`src/rtl/fetch_debug_pkg.sv`:
```
// Shared definitions for the debug-unit fetch controller: FSM encoding,
// UART command bytes and the end-of-program marker.
// No logic; constants and types only.
package fetch_debug_pkg;

  typedef enum logic [2:0] {
    ST_LOAD      = 3'd0,
    ST_WAIT_MODE = 3'd1,
    ST_RUN       = 3'd2,
    ST_STEP_WAIT = 3'd3,
    ST_STEP_EXEC = 3'd4,
    ST_DONE      = 3'd5
  } state_t;

  localparam logic [7:0]  CMD_CONT = 8'h43;  // 'C'
  localparam logic [7:0]  CMD_STEP = 8'h53;  // 'S'
  localparam logic [7:0]  CMD_NEXT = 8'h4E;  // 'N'

  localparam logic [31:0] HALT_WORD_DEFAULT = 32'hFFFF_FFFF;

endpackage

```
`src/rtl/fetch_debug_controller_byte_word_assembler.sv`:
```
// Packs four UART bytes big-endian into one 32-bit word.
// Latency: word/word_valid are combinational in the cycle of the 4th byte strobe.
// Backpressure: none; every rx_done strobe is consumed while enable is high.
module byte_word_assembler (
  input  logic        clk,
  input  logic        rst,
  input  logic [7:0]  rx_data,
  input  logic        rx_done,
  input  logic        enable,
  output logic [31:0] word,
  output logic        word_valid
);

  logic [1:0]  byte_idx;
  logic [23:0] partial;

  // Shift accepted bytes in from the bottom; the 2-bit index wraps 3->0 by itself
  always_ff @(posedge clk or posedge rst) begin
    if (rst) begin
      byte_idx <= 2'd0;
      partial  <= 24'd0;
    end else if (enable && rx_done) begin
      byte_idx <= byte_idx + 2'd1;
      partial  <= {partial[15:0], rx_data};
    end
  end

  // The completing byte is appended directly so the owner can register the word on this edge
  assign word       = {partial, rx_data};
  assign word_valid = enable && rx_done && (byte_idx == 2'd3);

endmodule

```
`src/rtl/fetch_debug_controller.sv`:
```
// Loads a program over UART into instruction memory, then gates fetch (continuous or single-step) until HALT.
// Latency: write strobe/data registered on the edge that captures the 4th byte; stop_debug registered.
// Backpressure: none; UART bytes are accepted or ignored by state, never stalled.
module fetch_debug_controller
  import fetch_debug_pkg::*;
#(
  parameter int          MAX_INSTR = 256,
  parameter int          CNT_W     = 9,
  parameter logic [31:0] HALT_WORD = HALT_WORD_DEFAULT
) (
  input  logic             clk,
  input  logic             rst,
  input  logic [7:0]       rx_data,
  input  logic             rx_done,
  input  logic [31:0]      inInstruction,
  output logic             wr_instruction,
  output logic [31:0]      data_instruction,
  output logic             stop_debug,
  output logic [CNT_W-1:0] outLoadCount,
  output logic [2:0]       outState,
  output logic             outError
);

  state_t           state;
  logic [31:0]      asm_word;
  logic             asm_word_valid;
  logic             halt_seen;
  logic [CNT_W-1:0] next_count;

  byte_word_assembler u_asm (
    .clk       (clk),
    .rst       (rst),
    .rx_data   (rx_data),
    .rx_done   (rx_done),
    .enable    (state == ST_LOAD),
    .word      (asm_word),
    .word_valid(asm_word_valid)
  );

  assign halt_seen  = (inInstruction == HALT_WORD);
  assign next_count = outLoadCount + 1'b1;
  assign outState   = state;

  // Control FSM: program load, mode select, run/step gating of fetch, HALT freeze
  always_ff @(posedge clk or posedge rst) begin
    if (rst) begin
      state            <= ST_LOAD;
      wr_instruction   <= 1'b0;
      data_instruction <= 32'd0;
      stop_debug       <= 1'b1;
      outLoadCount     <= '0;
      outError         <= 1'b0;
    end else begin
      wr_instruction <= 1'b0;
      case (state)
        ST_LOAD: begin
          if (asm_word_valid) begin
            wr_instruction   <= 1'b1;
            data_instruction <= asm_word;
            outLoadCount     <= next_count;
            // HALT word is still written so the pipeline can detect it later
            if (asm_word == HALT_WORD) begin
              state <= ST_WAIT_MODE;
            end else if (next_count == CNT_W'(MAX_INSTR)) begin
              outError <= 1'b1;
              state    <= ST_WAIT_MODE;
            end
          end
        end
        ST_WAIT_MODE: begin
          if (rx_done && rx_data == CMD_CONT) begin
            state      <= ST_RUN;
            stop_debug <= 1'b0;
          end else if (rx_done && rx_data == CMD_STEP) begin
            state <= ST_STEP_WAIT;
          end
        end
        ST_RUN: begin
          if (halt_seen) begin
            state      <= ST_DONE;
            stop_debug <= 1'b1;
          end
        end
        ST_STEP_WAIT: begin
          // HALT wins over a simultaneous step request
          if (halt_seen) begin
            state <= ST_DONE;
          end else if (rx_done && rx_data == CMD_NEXT) begin
            state      <= ST_STEP_EXEC;
            stop_debug <= 1'b0;
          end
        end
        ST_STEP_EXEC: begin
          // Release lasts exactly one clock
          stop_debug <= 1'b1;
          state      <= halt_seen ? ST_DONE : ST_STEP_WAIT;
        end
        ST_DONE: begin
          stop_debug <= 1'b1;
        end
        default: begin
          state      <= ST_DONE;
          stop_debug <= 1'b1;
        end
      endcase
    end
  end

endmodule

```
`config.mk`:
```
export PLATFORM = sky130hd
export DESIGN_NAME = fetch_debug_controller
export DESIGN_NICKNAME = d
export VERILOG_FILES = /design/src/rtl/fetch_debug_pkg.sv /design/src/rtl/fetch_debug_controller_byte_word_assembler.sv /design/src/rtl/fetch_debug_controller.sv
export SDC_FILE = /design/constraint.sdc
export NUM_CORES = 1
export LEC_CHECK = 0
export ABC_AREA = 1
export ABC_CLOCK_PERIOD_IN_PS = 2200
export BUFFER_PORTS_ARGS = -buffer_cell sky130_fd_sc_hd__buf_2
export CAP_MARGIN = 20
export CELL_PAD_IN_SITES_DETAIL_PLACEMENT = 2
export CELL_PAD_IN_SITES_GLOBAL_PLACEMENT = 2
export CORE_ASPECT_RATIO = 1.2
export CORE_MARGIN = 4
export CORE_UTILIZATION = 31
export CTS_BUF_LIST = sky130_fd_sc_hd__clkbuf_4
export DETAILED_ROUTE_END_ITERATION = 7
export GPL_ROUTABILITY_DRIVEN = 0
export HOLD_SLACK_MARGIN = 0.02
export PLACE_DENSITY = 0.83
export RECOVER_POWER = 25
export SYNTH_ARGS = -nofsm -noshare
export SYNTH_HDL_FRONTEND = slang
export SYNTH_SLANG_ARGS = --single-unit
```
`constraint.sdc`:
```
create_clock -name clk -period 2.2 [get_ports clk]
set_input_delay 0.22 -clock clk [delete_from_list [all_inputs] [get_ports clk]]
set_output_delay 0.22 -clock clk [all_outputs]
set_load 0.005 [all_outputs]
```
======== Word level (Yosys, flattened, before mapping) ========
Index checks and enable logic that the tools add are counted.
storage, ports and cells
  output and inout port bits .............. 47
  memories kept ........................... 0
  register bits ........................... 73
  input bits .............................. 43
  memory bits (read-only) ................. 0
  bits in latches ......................... 0
  bits in writable memories ............... 0
cells by class
  div/mod/pow operators ................... 0
  eq/ne operators ......................... 20
  $lt $le $gt $ge ......................... 0
  multiplexer cells ....................... 17
  bitwise gates (word level) .............. 3
  shift operators ......................... 0
  $add $sub $neg .......................... 2
  multiply operators ...................... 0
  reduce and logical (&&, ||, !) cells .... 10
operators with widths
  kind                    number
  $eq A32 B32 Y1 const B  2
  $mux W3                 9
  $eq A8 B7 Y1 const B    3
  $pmux W3 S6             1
  $ne A2 B2 Y1 const B    5
  $add A9 B1 Y9 const B   1
  $eq A9 B9 Y1 const B    1
  $ne A3 B3 Y1 const B    3
  $eq A3 B2 Y1 const B    2
  $eq A3 B3 Y1 const B    2
  $mux W1                 6
  $reduce_and A6 Y1       1
  $logic_and A1 B1 Y1     5
  $reduce_and A5 Y1       1
  $pmux W1 S4             1
  $reduce_and A4 Y1       1
  $eq A3 B1 Y1 const B    1
  $logic_not A3 Y1        1
  $not A1 Y1              3
  $add A2 B1 Y2 const B   1
  $eq A2 B2 Y1 const B    1
  $reduce_and A2 Y1       1

======== Depth between registers and ports, before layout ========
Gate-level depths: netlist of the first run.
  word-level depth ........................ 6
  mapped depth ............................ 14
  mapped depth without buffers ............ 14

======== Modules after synthesis ========
Synthesis of the first run repeated with hierarchy kept, for this count alone.
second synthesis, totals
  cells, all modules ...................... 500
  area total of the unflattened synthesis .. 3,718.6 sq um
by module, submodules not included
  module                  area each (sq um)  instances  cells an instance  seq. area each (sq um)
  fetch_debug_controller  2,557.5            1          374                1,177.4
  byte_word_assembler     1,161.1            1          126                650.6

======== Worst setup path after synthesis of the first run ========
OpenSTA, ideal clock, no wires.
  path type ............................... reg-to-reg
  start point ............................. register outLoadCount[1]
  end point ............................... register state[0], in the netlist outState[0]
  required time ........................... 2.083 ns
  stages on the path, launching flop included .. 15
  slack ................................... 0.644 ns
  data arrival time ....................... 1.439 ns
  path through ............................ dfrtp_1 ha_1 nand2_2 nor2_4 nand2_1 nand2_1 nand2_1 nor2_1 nand2_1 nand2_1 nand2_1 nand2_2 nand2_1 nand2_1 nand2_1
between the ends
  longest elaborated chain between the ends .. 4
RTL lines
  what                                line                          source
  start, declared                     fetch_debug_controller.sv:19  output logic [CNT_W-1:0] outLoadCount,
  start signal, assigned              fetch_debug_controller.sv:60  outLoadCount <= next_count;
  $add A9 B1 Y9                       fetch_debug_controller.sv:41  assign next_count = outLoadCount + 1'b1;
  $eq A9 B9 Y1                        fetch_debug_controller.sv:64  end else if (next_count == CNT_W'(MAX_INSTR)) begin
  $ne A3 B3 Y1 (no source line)       n/a
  $reduce_and A6 Y1 (no source line)  n/a
  end signal, assigned                fetch_debug_controller.sv:96  state <= halt_seen ? ST_DONE : ST_STEP_WAIT;
  end, declared                       fetch_debug_controller.sv:24  state_t state;
Every way passes these cells.
A chain may end at the register's enable or synchronous reset.

======== Final worst setup path of the first run ========
Ends and elaborated chain as after synthesis.

==> impl_metrics.json, run 1 <==
{
  "grt_pass1_vias": 3477,
  "antenna_left": 0,
  "nNetsFinal": 540,
  "pin_count": 90,
  "multi_input_area_mm2": 0.00124,
  "synth_top_cell_area_share_pct": 55.0,
  "fmax_mhz": 537,
  "final_cell_mix": "149 x nand2_1, 89 x buf_2, 72 x dfrtp_1",
  "setup_viol": 0,
  "p_per_area_mw_per_mm2": 1200,
  "pre_cts_ws_ps": 306,
  "slowest_stage": "dfrtp_1",
  "drt_iter0_drc": 68,
  "drv_slew": 0,
  "hp-class": "primary input to flip-flop",
  "status": "finished clean",
  "synth_cells": 398,
  "drc": 0,
  "end_kind": "flip-flop",
  "yosys.area.top_type": "dfrtp_1",
  "layout_commonest_cell": "nand2_1",
  "path_buf_inv": 0,
  "fin_area_mm2": 0.00405,
  "io_buffers": 89,
  "fin_crit_ps": 1860,
  "setup_slack_ps": 337,
  "dieArea_mm2": 0.0123,
  "detail_route.first_pass.iterations": 4,
  "ys_top_cells_by_area": "dfrtp_1 55%, nand2_1 17%, o21ai_0 6.4%",
  "critPathTopFamily": "simple AND/OR/NAND/NOR gates",
  "hold_viol": 0,
  "grt_overflow_total": 0,
  "cts_buffer_depth": 2,
  "finish.utilization_pct": 39.8,
  "tritoncts": "built",
  "placed_cell_area_mm2": 0.00388,
  "avgSynthCellArea_um2": 8.23,
  "rsz0062_at_grt": "false",
  "vias": 3077,
  "fin_cells": 627,
  "cp_common_cell": "nand2_1",
  "initial_core_util_pct": 32.2,
  "cts_root_buf": "clkbuf_4",
  "finalSetupTns_ps": 0,
  "drive_gt1_share_pct": 24.6,
  "viasPerCell": 4.91,
  "post_drt_wl_per_cell_um": 16.2,
  "p_total_mw": 4.85,
  "grt_max_degree": 36,
  "seqCellArea_mm2": 0.00183,
  "numCtsBuffers": 9,
  "synthesis.area_mm2": 0.00328,
  "h-tree-depth": 3,
  "syn-num-nets": 443,
  "worst_pin_slew_ps": 883,
  "fp.dieH_um": 121,
  "finClkSkew_ps": 12.4,
  "crit_type": "flip-flop to flip-flop",
  "fill_cells": 1264,
  "rows": 40,
  "area_growth_pct": 23.5,
  "required_ps": 2540,
  "clock-sinks": 73,
  "seq_area_frac_synth_pct": 55.8,
  "leakagePower_nw": 2.15,
  "grt_pass1_wl_mm": 17.2,
  "maxCapViolCount": 0,
  "critPathLaunchType": "flip-flop",
  "dp.cells": 606,
  "core_area_mm2": 0.0102,
  "timing.hold.ws_ps": 53.0,
  "reg2reg_setup_slack_ps": 340,
  "clkTransAtPathRegs_ps": 130,
  "crit_fanout": 6,
  "ys_warn_count": 0,
  "clk_latency_ps": 440,
  "die_w_um": 102,
  "ir_worst_vdd_mv": 0.330,
  "relSlewSlack_pct": 41.1,
  "arrival_ps": 2200,
  "synthDistinctLibCells": 28,
  "grt_usage_pct": 17.9,
  "ys_ff_latch": 73,
  "wirelength_mm": 10.1,
  "crit_chain": "ha_1 -> nand2_2 -> nor2_4 -> nand2_1 -> nand2_1 -> nand2_1 -> nor2_1 -> nand2_1 -> nand2_1 -> nand2_1 -> nand2_2 -> nand2_1 -> nand2_1 -> nand2_1",
  "antenna_found_initial": 1,
  "post-dp-hpwl_mm": 7.69,
  "worst_path_largest_cell_delay_ps": 470,
  "post-route-period-util_pct": 84.7
}
-- synth_stat cells --
library cell  count
nand2_1         149
dfrtp_1          72
o21ai_0          42
inv_1            36
nor2_1           18
nand4_1          15
nand3_1          12
o21ai_1          11
clkbuf_1          9
inv_2             4
a21oi_1           3
buf_2             3
nand2_2           3
nor3_1            3
ha_1              2
nor2_2            2
o21bai_1          2
xor2_1            2
buf_4             1
clkinv_1          1
dfstp_2           1
nand2_4           1
nand3b_1          1
nor2_4            1
nor2_8            1
nor4_1            1
o31ai_1           1
xnor2_1           1
-- sequential cells by signal, indices dropped and copies added, names as in the netlist --
name,count
data_instruction,32
outError,1
outLoadCount,9
outState,3
stop_debug,1
u_asm.byte_idx,2
u_asm.partial,24
wr_instruction,1
-- path summary, 6_finish.rpt --
kind,from,endpoint,cells after the start
min in group asynchronous,rst,u_asm.partial[12],3
worst max register to register,outLoadCount[1],outState[0],14
worst min register to register,stop_debug,stop_debug,2
worst max-delay path,outLoadCount[1],outState[0],14
max in group asynchronous,rst,u_asm.partial[16],4
worst min-delay path,rx_data[3],data_instruction[3],3
-- cell families after synthesis --
family / synth area share [%]
AO/OA/AOI/OAI: 9.24
XOR/XNOR: 0.802
adder cells (fa/ha/maj): 0.764
buffers and inverters: 6.42
flip-flops: 55.8
AND/OR/NAND/NOR: 27.0
-- worst register-to-register path, delay by kind of cell (launching register included) --
family	cells	cell delay [ps]
adders and majority gates	1	260
DFF	1	470
and+or+nand+nor	13	1060
-- timing repair --
| item | 4_1_cts | 5_1_grt |
|---|---|---|
| hold endpoints to repair | 20 | 0 |
| buffers inserted | 0 | 0 |
| gates resized for setup | 0 | 0 |
| hold buffers | 4 | 0 |
-- report_power, final --
part | leakage [nW] | total [mW] | internal (mW) | switching, mW
combinational | 1.13 | 1.65 | 0.644 | 1.01
sequential | 0.940 | 2.32 | 1.88 | 0.438
clock | 0.0811 | 0.879 | 0.365 | 0.514
-- layout make-up --
type / instances / share of cell area [%]
antenna: 1 / 0.0619
clock buffer: 10 / 1.86
clock inverter: 6 / 1.64
inverter: 41 / 3.80
multi-input combinational: 271 / 30.6
sequential: 73 / 45.2
tap: 126 / 3.90
timing repair buffer: 99 / 13.0
-- metal layers --
metal | global-route usage (%) | wire length [um]
met3 | 4.33 | 538
met1 | 22.5 | 4390
met2 | 30.0 | 5030
met4 | 5.99 | 178
met5 | 0 | 0
(Power assumes the default switching activity.)
==> run 2, diff against run 1 <==
--- a/config.mk
+++ b/config.mk
@@ -5,15 +5,15 @@
 export SDC_FILE = /design/constraint.sdc
 export NUM_CORES = 1
 export LEC_CHECK = 0
-export ABC_AREA = 1
-export ABC_CLOCK_PERIOD_IN_PS = 2200
+export ABC_AREA = 0
+export ABC_CLOCK_PERIOD_IN_PS = 1900
 export BUFFER_PORTS_ARGS = -buffer_cell sky130_fd_sc_hd__buf_2
 export CAP_MARGIN = 20
 export CELL_PAD_IN_SITES_DETAIL_PLACEMENT = 2
 export CELL_PAD_IN_SITES_GLOBAL_PLACEMENT = 2
 export CORE_ASPECT_RATIO = 1.2
 export CORE_MARGIN = 4
-export CORE_UTILIZATION = 31
+export CORE_UTILIZATION = 36
 export CTS_BUF_LIST = sky130_fd_sc_hd__clkbuf_4
 export DETAILED_ROUTE_END_ITERATION = 7
 export GPL_ROUTABILITY_DRIVEN = 0
==> constraint.sdc (replaced) <==
create_clock -name clk -period 1.9 [get_ports clk]
set_input_delay 0.19 -clock clk [delete_from_list [all_inputs] [get_ports clk]]
set_output_delay 0.19 -clock clk [all_outputs]
set_load 0.005 [all_outputs]
==> impl_metrics.json, run 2 <==
{
  "status": "finished clean",
  "ys_warn_count": 0,
  "numCtsBuffers": 9,
  "pre_cts_ws_ps": 117,
  "synth_ff_type": "dfrtp_1",
  "ctsResizeCount": 0,
  "top_regs": "data_instruction: 32 flops, u_asm.partial: 24 flops, outLoadCount: 9 flops",
  "hold_viol": 0,
  "fin_crit_ps": 1750,
  "required_ps": 2200,
  "grt_usage_pct": 16.8,
  "relSlewSlack_pct": 44.0,
  "fin_cells": 449,
  "io_buffers": 89,
  "post-dp-hpwl_mm": 6.35,
  "grt_pass1_vias": 2640,
  "final_cell_mix": "88 x buf_2, 72 x dfrtp_1, 39 x mux2_2",
  "n_antenna_cell": 0,
  "area_growth_pct": 22.9,
  "seq_area_frac_synth_pct": 57.4,
  "post_drt_wl_per_cell_um": 18.6,
  "nNetsFinal": 372,
  "leakagePower_nw": 2.09,
  "hp-class": "primary input to flip-flop",
  "rows": 37,
  "setup_slack_ps": 153,
  "drv_slew": 0,
  "timing.hold.ws_ps": 60.0,
  "arrival_ps": 2050,
  "dp.cells": 432,
  "clk_latency_ps": 410,
  "synth_top_cell_area_share_pct": 56.6,
  "fmax_mhz": 572,
  "grt_max_degree": 57,
  "synthDistinctLibCells": 36,
  "regMostFlops": "data_instruction",
  "finalSetupTns_ps": 0,
  "die_w_um": 93.9,
  "pin_count": 90,
  "maxCapViolCount": 0,
  "grt_pass1_wl_mm": 13.8,
  "r2r-start": "outState[2]",
  "cts_root_buf": "clkbuf_4",
  "wirelength_mm": 8.34,
  "yosysMostFrequentCell": "dfrtp_1",
  "fp.dieH_um": 111,
  "avgSynthCellArea_um2": 14.2,
  "p_per_area_mw_per_mm2": 792,
  "h-tree-depth": 3,
  "drc": 0,
  "crit_type": "flip-flop to flip-flop",
  "synth_commonest_cells": "72 x dfrtp_1, 39 x mux2_2, 19 x mux2_4",
  "critPathLaunchType": "flip-flop",
  "drive_gt1_share_pct": 52.4,
  "end_kind": "flip-flop",
  "post-route-period-util_pct": 91.9,
  "grt_overflow_total": 0,
  "synthArstFlopShare_pct": 100,
  "ys_ff_latch": 73,
  "vias": 2278,
  "crit_start": "outState[2]",
  "clkTransAtPathRegs_ps": 110,
  "antenna_left": 0,
  "cts_buffer_depth": 2,
  "layout_commonest_cell": "buf_2",
  "dieArea_mm2": 0.0104,
  "crit_fanout": 13,
  "tritoncts": "built",
  "syn-num-nets": 269,
  "ys_top_cells_by_area": "dfrtp_1 57%, mux2_2 14%, mux2_4 9.0%",
  "worst_pin_slew_ps": 835,
  "detail_route.first_pass.iterations": 4,
  "synth_cells": 224,
  "setup_viol": 0,
  "rsz0062_at_grt": "false",
  "clock-sinks": 73,
  "drt_iter0_drc": 64,
  "antenna_found_initial": 0,
  "synth-edff-count": 0,
  "synthesis.area_mm2": 0.00318,
  "largest_reg_flops": 32,
  "yosys.area.top_type": "dfrtp_1",
  "fill_cells": 926,
  "core_area_mm2": 0.00861,
  "finClkSkew_ps": 16.9,
  "viasPerCell": 5.07,
  "initial_core_util_pct": 37.0,
  "ir_worst_vdd_mv": 0.415,
  "worstHoldStart": "rx_data[6]"
}
==> run 2: changes by cell type in the layout (fill, tap and decap cells not counted), sizes merged, moves of 3 or more <==
cell / before / now
nand2b: 0 / 3
dlygate4sd3: 4 / 1
nor4: 1 / 6
nor2: 22 / 5
nor4b: 0 / 3
nand3: 12 / 6
xnor2: 1 / 6
mux2: 0 / 58
nand2: 153 / 10
a21oi: 3 / 0
o21ai: 53 / 1
inv: 42 / 5
buf: 93 / 97
==> run 2: final timing paths <==
kind | to | slack (ps) | cells after the start
min reg2reg | u_asm.byte_idx[0] | 490 | 1
max in group asynchronous | stop_debug | 710 | 4
min in group asynchronous | u_asm.partial[5] | 420 | 3
max | data_instruction[30] | 150 | 5
max reg2reg | data_instruction[30] | 150 | 5
min | data_instruction[6] | 60 | 2
==> run 2: final cells by class <==
type / instances / area (um2) / share of cell area, %
clock inverters: 5 / 22.5 / 0.576
inverters: 6 / 23.8 / 0.608
repair buffers: 99 / 534 / 13.7
well taps: 117 / 146 / 3.74
clock buffers: 11 / 82.6 / 2.11
multi-input cells: 138 / 1270 / 32.6
flip-flops and latches: 73 / 1830 / 46.7
==> run 2: cells by family (layout without fill, tap and decap cells) <==
group	count (synthesis)	after routing	share of synthesized area (%)
compound gates	10	10	2.44
xor+xnor	9	9	2.48
fa+ha+maj	2	2	0.786
buf+inv	13	121	2.55
flops	73	73	57.4
mux	59	59	23.1
simple gates	58	58	11.3
==> run 2: routing by layer <==
metal,GRT usage (%),part of all wire [%],vias to the layer above,wire (um)
met3,5.43,7.3,14,606
li1,-,-,1028,-
met1,19.2,39,1164,3240
met4,4.62,1.2,0,104
met2,29.7,53,72,4390
met5,0,0,-,0
==> run 2: where the power goes <==
group	internal (mW)	switching (mW)
sequential	1.71	0.149
clock	0.284	0.527
combinational	0.248	0.179
==> run 2: timing repair <==
item,in CTS,in global routing
setup endpoints to repair,0,0
hold buffers,1,0
endpoints found under the hold margin,17,0
buffers inserted,0,0
==> run 2: worst max-delay path: stages, from the launching register on <==
cell and delay, ps:
dfrtp_1 470, nor4b_4 340, nand2_1 160, inv_1 100, buf_4 210, mux2_2 360
==> run 2: stage by stage <==
stage | area (um2) | power, mW | util (%)
2_1_floorplan | 3190 | 2.10 | -
3_3_place_gp | 3800 | 2.29 | 44.1
3_5_place_dp | 3800 | 2.33 | 44.1
4_1_cts | 3920 | 3.15 | 45.5
5_1_grt | 3910 | 3.29 | 45.4
6_report | 3910 | 3.10 | 45.4
